--- src/rtl/fp_add_arbiter_pkg.sv ---
// Shared types and constants for the FP32 adder sequencer.
// Imported by the interface, the arbiter and the top.
package fp_add_arb_pkg;

    typedef enum logic [1:0] {
        IDLE,
        ISSUE,
        WAIT,
        RESP
    } state_t;

    localparam logic [31:0] FP32_QNAN = 32'h7FC0_0000;
    localparam int DATA_WIDTH_DEF = 32;

    // Index width that never collapses to zero bits.
    function automatic int clog2_safe(input int n);
        return (n < 2) ? 1 : $clog2(n);
    endfunction

endpackage

--- src/rtl/fp_add_arbiter_if.sv ---
// Requester and adder-side signals of the FP32 adder sequencer.
// slave = sequencer view, master = requesters/adder view.
interface fp_add_arbiter_if
    import fp_add_arb_pkg::*;
#(
    parameter int NUM_REQ    = 4,
    parameter int DATA_WIDTH = DATA_WIDTH_DEF
);
    logic [NUM_REQ-1:0]            req_valid;
    logic [NUM_REQ-1:0]            req_ready;
    logic [NUM_REQ*DATA_WIDTH-1:0] req_op_a;
    logic [NUM_REQ*DATA_WIDTH-1:0] req_op_b;
    logic [NUM_REQ-1:0]            rsp_valid;
    logic [NUM_REQ-1:0]            rsp_ready;
    logic [DATA_WIDTH-1:0]         rsp_data;
    logic                          add_start;
    logic [DATA_WIDTH-1:0]         add_op_a;
    logic [DATA_WIDTH-1:0]         add_op_b;
    logic                          add_done;
    logic [DATA_WIDTH-1:0]         add_result;

    modport slave (
        input  req_valid, req_op_a, req_op_b, rsp_ready,
        input  add_done, add_result,
        output req_ready, rsp_valid, rsp_data,
        output add_start, add_op_a, add_op_b
    );

    modport master (
        output req_valid, req_op_a, req_op_b, rsp_ready,
        output add_done, add_result,
        input  req_ready, rsp_valid, rsp_data,
        input  add_start, add_op_a, add_op_b
    );
endinterface

--- src/rtl/fp_add_arbiter_rr.sv ---
// Combinational round-robin picker: first valid at or above ptr,
// wrapping modulo NUM_REQ.
module rr_arbiter
    import fp_add_arb_pkg::*;
#(
    parameter int NUM_REQ = 4
) (
    input  logic [NUM_REQ-1:0]             valid,
    input  logic [clog2_safe(NUM_REQ)-1:0] ptr,
    output logic [NUM_REQ-1:0]             grant,
    output logic [clog2_safe(NUM_REQ)-1:0] grant_idx,
    output logic                           any_valid
);
    localparam int ID_W = clog2_safe(NUM_REQ);

    int              pos;
    logic [ID_W-1:0] sel;
    logic            found;

    // Scan from ptr upward and take the first asserted valid.
    always_comb begin
        grant     = '0;
        grant_idx = '0;
        found     = 1'b0;
        pos       = 0;
        sel       = '0;
        for (int k = 0; k < NUM_REQ; k++) begin
            pos = int'(ptr) + k;
            if (pos >= NUM_REQ) pos = pos - NUM_REQ;
            sel = ID_W'(pos);
            if (!found && valid[sel]) begin
                found      = 1'b1;
                grant[sel] = 1'b1;
                grant_idx  = sel;
            end
        end
    end

    assign any_valid = |valid;

endmodule

--- src/rtl/fp_add_arbiter.sv ---
// Shares one multi-cycle FP32 adder among NUM_REQ requesters:
// round-robin grant, start pulse, bounded wait, per-requester response.
module fp_add_arbiter
    import fp_add_arb_pkg::*;
#(
    parameter int NUM_REQ        = 4,
    parameter int DATA_WIDTH     = DATA_WIDTH_DEF,
    parameter int TIMEOUT_CYCLES = 64,
    parameter int CNT_WIDTH      = 16
) (
    input  logic                           s00_axi_aclk,
    input  logic                           s00_axi_areset,
    fp_add_arbiter_if.slave                bus,
    output logic                           busy,
    output logic [clog2_safe(NUM_REQ)-1:0] grant_id,
    output logic                           err_timeout,
    input  logic                           err_clear,
    output logic [CNT_WIDTH-1:0]           op_count
);
    localparam int ID_W = clog2_safe(NUM_REQ);
    localparam int TW   = clog2_safe(TIMEOUT_CYCLES);
    localparam logic [TW-1:0]   TO_LAST = TW'(TIMEOUT_CYCLES - 1);
    localparam logic [ID_W-1:0] ID_LAST = ID_W'(NUM_REQ - 1);

    state_t state, state_n;

    logic [ID_W-1:0]       ptr;
    logic [TW-1:0]         wait_cnt;
    logic [NUM_REQ-1:0]    arb_grant;
    logic [ID_W-1:0]       arb_idx;
    logic                  arb_any;
    logic [NUM_REQ-1:0]    gid_hot;
    logic [DATA_WIDTH-1:0] sel_a;
    logic [DATA_WIDTH-1:0] sel_b;
    logic                  req_fire;
    logic                  done_hit;
    logic                  to_hit;
    logic                  rsp_fire;

    rr_arbiter #(
        .NUM_REQ(NUM_REQ)
    ) u_arb (
        .valid    (bus.req_valid),
        .ptr      (ptr),
        .grant    (arb_grant),
        .grant_idx(arb_idx),
        .any_valid(arb_any)
    );

    // Operand mux driven by the one-hot winner.
    always_comb begin
        sel_a = '0;
        sel_b = '0;
        for (int i = 0; i < NUM_REQ; i++) begin
            if (arb_grant[i]) begin
                sel_a = bus.req_op_a[i*DATA_WIDTH +: DATA_WIDTH];
                sel_b = bus.req_op_b[i*DATA_WIDTH +: DATA_WIDTH];
            end
        end
    end

    // Next-state logic; add_done only counts while in WAIT.
    always_comb begin
        state_n  = state;
        req_fire = 1'b0;
        done_hit = 1'b0;
        to_hit   = 1'b0;
        rsp_fire = 1'b0;
        unique case (state)
            IDLE: begin
                if (arb_any && !s00_axi_areset) begin
                    req_fire = 1'b1;
                    state_n  = ISSUE;
                end
            end
            ISSUE: state_n = WAIT;
            WAIT: begin
                if (bus.add_done) begin
                    done_hit = 1'b1;
                    state_n  = RESP;
                end else if (wait_cnt == TO_LAST) begin
                    to_hit  = 1'b1;
                    state_n = RESP;
                end
            end
            RESP: begin
                if (bus.rsp_ready[grant_id]) begin
                    rsp_fire = 1'b1;
                    state_n  = IDLE;
                end
            end
            default: state_n = IDLE;
        endcase
    end

    // Handshake outputs; ready is held low while reset is asserted.
    always_comb begin
        gid_hot           = '0;
        gid_hot[grant_id] = 1'b1;
        bus.req_ready = (state == IDLE && !s00_axi_areset) ? arb_grant : '0;
        bus.rsp_valid = (state == RESP) ? gid_hot : '0;
    end

    assign bus.add_start = (state == ISSUE);
    assign busy          = (state != IDLE);

    // State register.
    always_ff @(posedge s00_axi_aclk or posedge s00_axi_areset) begin
        if (s00_axi_areset) state <= IDLE;
        else                state <= state_n;
    end

    // Capture operands and winner on the request handshake.
    always_ff @(posedge s00_axi_aclk or posedge s00_axi_areset) begin
        if (s00_axi_areset) begin
            bus.add_op_a <= '0;
            bus.add_op_b <= '0;
            grant_id     <= '0;
        end else if (req_fire) begin
            bus.add_op_a <= sel_a;
            bus.add_op_b <= sel_b;
            grant_id     <= arb_idx;
        end
    end

    // Wait counter: cleared on issue, counts each WAIT cycle.
    always_ff @(posedge s00_axi_aclk or posedge s00_axi_areset) begin
        if (s00_axi_areset)      wait_cnt <= '0;
        else if (state == ISSUE) wait_cnt <= '0;
        else if (state == WAIT)  wait_cnt <= wait_cnt + TW'(1);
    end

    // Result register: adder sum, or qNaN when the wait expires.
    always_ff @(posedge s00_axi_aclk or posedge s00_axi_areset) begin
        if (s00_axi_areset)     bus.rsp_data <= '0;
        else if (done_hit) bus.rsp_data <= bus.add_result;
        else if (to_hit)   bus.rsp_data <= DATA_WIDTH'(FP32_QNAN);
    end

    // Rotate priority past the served requester and count completions.
    always_ff @(posedge s00_axi_aclk or posedge s00_axi_areset) begin
        if (s00_axi_areset) begin
            ptr      <= '0;
            op_count <= '0;
        end else if (rsp_fire) begin
            ptr      <= (grant_id == ID_LAST) ? '0 : grant_id + ID_W'(1);
            op_count <= op_count + CNT_WIDTH'(1);
        end
    end

    // Sticky timeout flag; a new timeout beats a simultaneous clear.
    always_ff @(posedge s00_axi_aclk or posedge s00_axi_areset) begin
        if (s00_axi_areset)  err_timeout <= 1'b0;
        else if (to_hit)     err_timeout <= 1'b1;
        else if (err_clear)  err_timeout <= 1'b0;
    end

endmodule
--- src/flat_wrapper.sv ---
// flat-port wrapper written by rule: the top's interface ports become plain ports
module fp_add_arbiter_flat import fp_add_arb_pkg::*;
#(
    parameter int NUM_REQ        = 4,
    parameter int DATA_WIDTH     = DATA_WIDTH_DEF,
    parameter int TIMEOUT_CYCLES = 64,
    parameter int CNT_WIDTH      = 16
)
  (s00_axi_aclk, s00_axi_areset, busy, grant_id, err_timeout, err_clear, op_count, bus_req_valid, bus_req_op_a, bus_req_op_b, bus_rsp_ready, bus_add_done, bus_add_result, bus_req_ready, bus_rsp_valid, bus_rsp_data, bus_add_start, bus_add_op_a, bus_add_op_b);
  fp_add_arbiter_if #(.NUM_REQ(NUM_REQ), .DATA_WIDTH(DATA_WIDTH)) bus_i ();
  input  logic s00_axi_aclk;
  input  logic s00_axi_areset;
  output logic busy;
  output logic [clog2_safe(NUM_REQ)-1:0] grant_id;
  output logic err_timeout;
  input  logic err_clear;
  output logic [CNT_WIDTH-1:0] op_count;
  input wire logic [$bits(bus_i.req_valid)-1:0] bus_req_valid;
  input wire logic [$bits(bus_i.req_op_a)-1:0] bus_req_op_a;
  input wire logic [$bits(bus_i.req_op_b)-1:0] bus_req_op_b;
  input wire logic [$bits(bus_i.rsp_ready)-1:0] bus_rsp_ready;
  input wire logic [$bits(bus_i.add_done)-1:0] bus_add_done;
  input wire logic [$bits(bus_i.add_result)-1:0] bus_add_result;
  output wire logic [$bits(bus_i.req_ready)-1:0] bus_req_ready;
  output wire logic [$bits(bus_i.rsp_valid)-1:0] bus_rsp_valid;
  output wire logic [$bits(bus_i.rsp_data)-1:0] bus_rsp_data;
  output wire logic [$bits(bus_i.add_start)-1:0] bus_add_start;
  output wire logic [$bits(bus_i.add_op_a)-1:0] bus_add_op_a;
  output wire logic [$bits(bus_i.add_op_b)-1:0] bus_add_op_b;
  assign bus_i.req_valid = bus_req_valid;
  assign bus_i.req_op_a = bus_req_op_a;
  assign bus_i.req_op_b = bus_req_op_b;
  assign bus_i.rsp_ready = bus_rsp_ready;
  assign bus_i.add_done = bus_add_done;
  assign bus_i.add_result = bus_add_result;
  assign bus_req_ready = bus_i.req_ready;
  assign bus_rsp_valid = bus_i.rsp_valid;
  assign bus_rsp_data = bus_i.rsp_data;
  assign bus_add_start = bus_i.add_start;
  assign bus_add_op_a = bus_i.add_op_a;
  assign bus_add_op_b = bus_i.add_op_b;
  fp_add_arbiter #(.NUM_REQ(NUM_REQ), .DATA_WIDTH(DATA_WIDTH), .TIMEOUT_CYCLES(TIMEOUT_CYCLES), .CNT_WIDTH(CNT_WIDTH)) u_core (.s00_axi_aclk(s00_axi_aclk), .s00_axi_areset(s00_axi_areset), .bus(bus_i), .busy(busy), .grant_id(grant_id), .err_timeout(err_timeout), .err_clear(err_clear), .op_count(op_count));
endmodule
--- config.mk ---
export PLATFORM = sky130hd
export DESIGN_NAME = fp_add_arbiter_flat
export DESIGN_NICKNAME = d
export VERILOG_FILES = /design/src/rtl/fp_add_arbiter_pkg.sv /design/src/rtl/fp_add_arbiter_if.sv /design/src/rtl/fp_add_arbiter_rr.sv /design/src/rtl/fp_add_arbiter.sv /design/src/flat_wrapper.sv
export SDC_FILE = /design/constraint.sdc
export NUM_CORES = 1
export LEC_CHECK = 0
export ABC_CLOCK_PERIOD_IN_PS = 8900
export CAP_MARGIN = 30
export CORE_UTILIZATION = 25
export DETAILED_ROUTE_END_ITERATION = 8
export GPL_ROUTABILITY_DRIVEN = 1
export HOLD_SLACK_MARGIN = 0.06
export PLACE_DENSITY = 0.66
export SYNTH_ARGS = -nofsm -noshare
export SYNTH_HDL_FRONTEND = slang
export SYNTH_SLANG_ARGS = --single-unit
export TNS_END_PERCENT = 50
--- constraint.sdc ---
create_clock -name s00_axi_aclk -period 8.9 [get_ports s00_axi_aclk]
set_input_delay 2.225 -clock s00_axi_aclk [delete_from_list [all_inputs] [get_ports s00_axi_aclk]]
set_output_delay 2.225 -clock s00_axi_aclk [all_outputs]
set_load 0.1 [all_outputs]
# Word-level counts from Yosys, hierarchy flattened
# Cells that the tools add are included.
classes:
  addsub: 10
  magnitude_cmp: 14
  n_eq_ne: 8
  n_mux: 66
  bitwise: 3
  n_reduce_logical: 21
ops:
  columns: ["cell", "count"]
  rows:
  - ["32-bit two-way mux", 10]
  - ["2-bit two-way mux", 13]
  - ["1-bit two-way mux", 24]
  - ["4-bit two-way mux", 6]
  - ["16-bit by 1-bit adder with 16-bit output (second input constant)", 1]
  - ["2-bit by 3-bit less-than comparator with 1-bit output (second input constant)", 5]
  - ["6-bit two-way mux", 2]
  - ["4-bit OR", 3]
  - ["1-bit binary-select mux with 2-bit select", 5]
  - ["1-bit demux with 2-bit select", 5]
  - ["2-bit by 1-bit >= comparator with 1-bit output (second input constant)", 5]
  - ["1-bit logical AND", 10]
  - ["3-bit >= comparator (second input constant)", 3]
  - ["2-bit case mux with 4 select lines", 1]
  - ["2-bit nonzero test", 4]
  - ["2-bit by 1-bit subtractor with 2-bit output (second input constant)", 4]
  - ["2-bit by 2-bit adder with 3-bit output (second input constant)", 2]
  - ["6-bit by 1-bit adder with 6-bit output (second input constant)", 1]
  - ["2-bit equality test (second input constant)", 3]
  - ["6-bit equality test (second input constant)", 1]
  - ["1-bit logical NOT", 4]
  - ["2-bit by 1-bit != test with 1-bit output (second input constant)", 2]
  - ["4-bit OR reduction", 1]
  - ["2-bit by 1-bit adder with 3-bit output (second input constant)", 1]
  - ["6 further kinds", 6]
totals:
  register_bits: 125
  in_bits: 300
  out_inout_bits: 125
  word_cells: 131

# Depth between registers and ports, before layout
depth:
  depth_word: 18
  depth_mapped: 12

# Hierarchy
# A second synthesis with hierarchy kept.
unflattened:
  hier_cells: 781
  hier_area_um2: 7216.9
by_module_without_submodules:
  columns: ["mod", "n_inst", "cells_each", "area_per_inst_um2", "seq_area_each_um2"]
  rows:
  - ["fp_add_arbiter", 1, 732, 6805.3, 3128.0]
  - ["rr_arbiter", 1, 49, 411.6, 0.0]

# Least setup slack after synthesis
# Ideal clock, no wire load.
synth_timing:
  path_type: "input-to-output"
  startpoint: "input port s00_axi_areset"
  endpoint: "output port bus_req_ready[0]"
  t_arrival_ns: 6.937
  required_ns: 6.675
  slack_ns: -0.262
  cell_stages: 3
  n_path_buf: 0
  cell_sequence: "inv_1 -> nand2_1 -> a21oi_1"
synth_via:
  elab_chain_len: 3
synth_lines:
  columns: ["element", "line", "source"]
  rows:
  - ["start: declaration", "flat_wrapper.sv:12", "input logic s00_axi_areset;"]
  - ["1-bit logical NOT", "fp_add_arbiter.sv:100", "bus.req_ready = (state == IDLE && !s00_axi_areset) ? arb_grant : '0;"]
  - ["1-bit logical AND", "fp_add_arbiter.sv:100", null]
  - ["4-bit two-way mux", "fp_add_arbiter.sv:100", null]
  - ["end: declaration", "flat_wrapper.sv:24", "output wire logic [$bits(bus_i.req_ready)-1:0] bus_req_ready;"]
# Every way passes these cells.

# Worst setup path after layout
layout_timing:
  startpoint: "input port bus_req_valid[3]"
  endpoint: "output port bus_req_ready[0]"
layout_via:
  elab_chain_len: 13
  word_cells_on_any_way: 25
  cone_classes: "16 x mux; 3 x bitwise; 6 x reduce/logical"
layout_lines:
  columns: ["element", "line", "source"]
  rows:
  - ["start: declaration", "flat_wrapper.sv:18", "input wire logic [$bits(bus_i.req_valid)-1:0] bus_req_valid;"]
  - ["1-bit binary-select mux with 2-bit select", "fp_add_arbiter_rr.sv:31", "if (!found && valid[sel]) begin"]
  - ["1-bit two-way mux (implied by the code)", "fp_add_arbiter_rr.sv:31", null]
  - ["1-bit two-way mux", "fp_add_arbiter_rr.sv:31", null]
  - ["1-bit logical NOT", "fp_add_arbiter_rr.sv:31", null]
  - ["1-bit logical AND", "fp_add_arbiter_rr.sv:31", null]
  - ["1-bit two-way mux", "fp_add_arbiter_rr.sv:31", null]
  - ["1-bit logical NOT", "fp_add_arbiter_rr.sv:31", null]
  - ["1-bit logical AND", "fp_add_arbiter_rr.sv:31", null]
  - ["1-bit two-way mux", "fp_add_arbiter_rr.sv:31", null]
  - ["1-bit logical NOT", "fp_add_arbiter_rr.sv:31", null]
  - ["1-bit logical AND", "fp_add_arbiter_rr.sv:31", null]
  - ["4-bit two-way mux (*)", "fp_add_arbiter_rr.sv:31", null]
  - ["4-bit two-way mux (*)", "fp_add_arbiter.sv:100", null]
# Every way passes the cells marked *; elsewhere a longest branch is shown, timed or not. The select of a mux whose other input is x is not followed.

==> metrics.md <==
| Metric | Value |
|---|---|
| Run status | completed |
| Slowest CP cell | mux4_2 |
| Fin nets | ~1500 |
| Post-synth cell types | 47 |
| DRC | 0 |
| DR pass1 iterations | 6 |
| Int Pwr | ~2.5 mW |
| Rows | 62 |
| Combinational group share of total power | roughly 72% |
| Largest net degree at the start of global routing | 66 |
| Initial antenna violation count | 4 |
| Post-synth EDFFs | 0 |
| Clock-pin slew on the worst setup and hold paths | roughly 0.07 ns |
| Root Driver | clkbuf_16 |
| Core box area | approximately 29000 um^2 |
| Most numerous cell in the Yosys netlist | nand2_1 |
| #FFs+latches synth | between 100 and 150 |
| Port-buffer cells | between 400 and 500 |
| Pre-CTS setup slack | roughly 1.8 ns |
| Synth-to-layout area growth | 71.5% |
| PwrDens | between 400 and 500 nW/um^2 |
| Routed vias | approximately 7900 |
| Hold_ws | 0.490 ns |
| Post-Syn Area per Cell | 9.35 um^2 |
| Max Freq | approximately 0.14 GHz |
| Final ANT Viol Nets | 0 |
| Worst Hold Class | reg -> reg |
| Yosys warns | 0 |
| Post-Route Setup TNS | 0 ns |
| Number of global-route vias before repair | between 8000 and 9000 |
| Mapped Area | about 7400 um^2 |
| CP cell instances | clkdlybuf4s50_1 > mux4_2 > nor4b_2 > nand2_1 > a21oi_1 > buf_4 |
| Dpl hpwl | ~22000 um |
| DR vias/cell | roughly 5.0 |
| Sequential Power Share | 16.4% |
| Slew margin rel. | 30.8% |
| CTS Sinks | 125 |
| GR peak layer | met2 |
| Final hold viol count | 0 |
| Worst-Skew Late Latency | 0.41 ns |
| # fillers | ~2800 |
| Area of the multi-input gates | approximately 3900 um^2 |
| CTS hold repair buffers | 0 |
| Most frequent cells after synthesis | nand2_1 (145), dfrtp_1 (125), nor2_1 (84) |
| Synth async-reset ratio | 100% |
| First-pass GRT wire length | around 49000 um |
| Resized cells post-CTS | 0 |
| CP Class | in -> out |
| Total GRT Usage | 20.9% |
| Worst setup EP type | primary output |
| Lkg Pwr | slightly above 5 nW |
| Unrepaired setup endpoints after global routing | false |
| Crit path largest cell delay | 0.68 ns |
| Power share of the clock group | about an eighth |
| Max-cap viol count | 0 |
| Clock Tree Buf Depth | 2 |
| Period utilisation layout | 80.1% |
| Endpoints failing setup | 0 |
| CTS H-tree lvls | 4 |
| Die Y | 173 um |
| CP Max Fanout | 14 |
| Met2 usage | 35.4% |
| Largest cells by area after synthesis | dfrtp_1 (43%), a2bb2oi_1 (7.6%), nand2_1 (7.4%) |
| Grt met1 use | around 26% |
| Syn nets | between 1000 and 1500 |
| Grt ovf | 0 |
| Width of the die | 173 um |
| Primary FF master, synth | dfrtp_1 |
| WP data arrival | ~4.9 ns |
| Slew @ Worst Pin | approximately 1.0 ns |
| Layout cells sized above 1 | 8.01% |
| Post-route setup slack | roughly 1.8 ns |
| Worst EP required | ~6.7 ns |
| CTS buffer count | 17 |
| Starting DRT DRC Count | approximately 450 |
| Starting Density | about 26% |
| Dominant cell type by area after synthesis | dfrtp_1 |
| Top cell type's share of synthesized area | a little over two fifths |
| Fin Clk Skew | approximately 0.015 ns |
| GRT met3 Usage | under 10% |
| IO Pins | approximately 430 |
| Switch Pwr | 3.50 mW |
| Max Slew Vio Count | 0 |
| Register area | about 3100 um^2 |
| Setup repair bufs after CTS | 0 |
| Post-synthesis sequential area ratio | roughly 43% |
| Total Wirelength | roughly 32000 um |
| Sw Share | roughly 58% |
| GP Congestion | 0.851 |
| Drt wl/cell | roughly 20 um |
| CTS tree | yes |
| Maximum VDD drop | slightly above 0.3 mV |
| CP startpoint kind | input port |
| Mapped Cells | between 700 and 800 |
| Die ar. | ~30000 um^2 |
| Min Tclk post-route | just over 7 ns |
-- routing by layer --
layer	part of all wire [%]	wire [um]
met5	0	0
met4	1.2	394
met3	7.6	2420
met2	50	15800
met1	41	13100
-- power groups by stage --
stage / Combinational, mW / Clock (mW) / Sequential [mW]
floorplan: 1.64 / 0 / 2.48
global placement: 4.20 / 0 / 0.978
detailed placement: 4.31 / 0 / 0.984
CTS: 4.30 / 0.739 / 0.982
global route: 4.50 / 0.766 / 1.02
finish: 4.29 / 0.721 / 0.983
-- state kept, by name, indices dropped and copies added (netlist names) --
name                 count
u_core.bus.add_op_a     32
u_core.bus.add_op_b     32
u_core.bus.rsp_data     32
u_core.op_count         16
u_core.wait_cnt          6
u_core.grant_id          2
u_core.ptr               2
u_core.state             2
u_core.err_timeout       1
-- final timing paths --
path	from	end	slack [ns]	depth (start not counted)
worst max-delay path	bus_req_valid[3]	bus_req_ready[0]	1.77	6
worst min-delay path	u_core.bus.add_op_b[9]	u_core.bus.add_op_b[9]	0.49	2
max in group asynchronous	s00_axi_areset	u_core.bus.add_op_a[24]	5.49	3
worst max register to register	u_core.ptr[0]	u_core.bus.add_op_b[7]	3.92	9
min in group asynchronous	s00_axi_areset	u_core.ptr[1]	2.27	2
worst min register to register	u_core.bus.add_op_b[9]	u_core.bus.add_op_b[9]	0.49	2
-- logic make-up (layout without fill, tap and decap cells) --
family          after synthesis  after routing  share of synthesized area (%)
fa+ha+maj                    18             18                           3.06
xor+xnor                     17             17                           2.03
compound gates              228            228                           26.8
mux                          14             14                           2.84
buf+inv                      86            486                           5.41
simple gates                298            298                           17.3
flops                       125            125                           42.6
other cells                   0              3                              0
-- critical path, delay by kind of cell --
kind | cells | cell delay [ns]
muxes | 1 | 0.68
buffers and inverters | 2 | 0.90
AOI/OAI and AO/OA | 1 | 0.24
and+or+nand+nor | 2 | 0.86
-- metrics by stage --
step	instance area, um^2	util, %	std cells	power, mW
after floorplan	7350	-	786	4.12
after global placement	11800	41.1	1532	5.18
after detailed placement	12000	41.7	1538	5.30
after CTS	12600	43.8	1570	6.03
after global routing	12600	43.8	1573	6.28
final	12600	43.8	1573	5.99
-- area by class of cell --
cell class	instances	share of cell area [%]
timing repair buffer	441	35.6
antenna	3	0.0596
clock buffer	18	3.41
inverter	13	0.417
clock inverter	14	1.28
tap	384	3.81
multi-input combinational	575	30.6
sequential	125	24.8
-- layout by cell type (no fill, tap or decap), types with 3 or more instances in the layout --
master           count
clkdlybuf4s50_1    420
nor2_1              83
nand2b_1             6
buf_4               15
inv_6                3
o31ai_1             54
ha_1                18
nor2b_1              3
nand3_1             33
diode_2              3
xnor2_1             12
mux4_2               5
a21oi_1             12
and3_1               4
inv_1               12
a221oi_2            12
a221oi_1            53
nand2_1            144
xor2_1               5
dfrtp_1            125
buf_16               6
a221o_1              3
o21ai_0             10
nand4_1              6
clkinv_4             4
mux2i_1              4
mux2_2               5
o31ai_2             10
clkbuf_16           17
a2bb2oi_1           64
and2_1               6
Power figures use the tool's default switching activity.
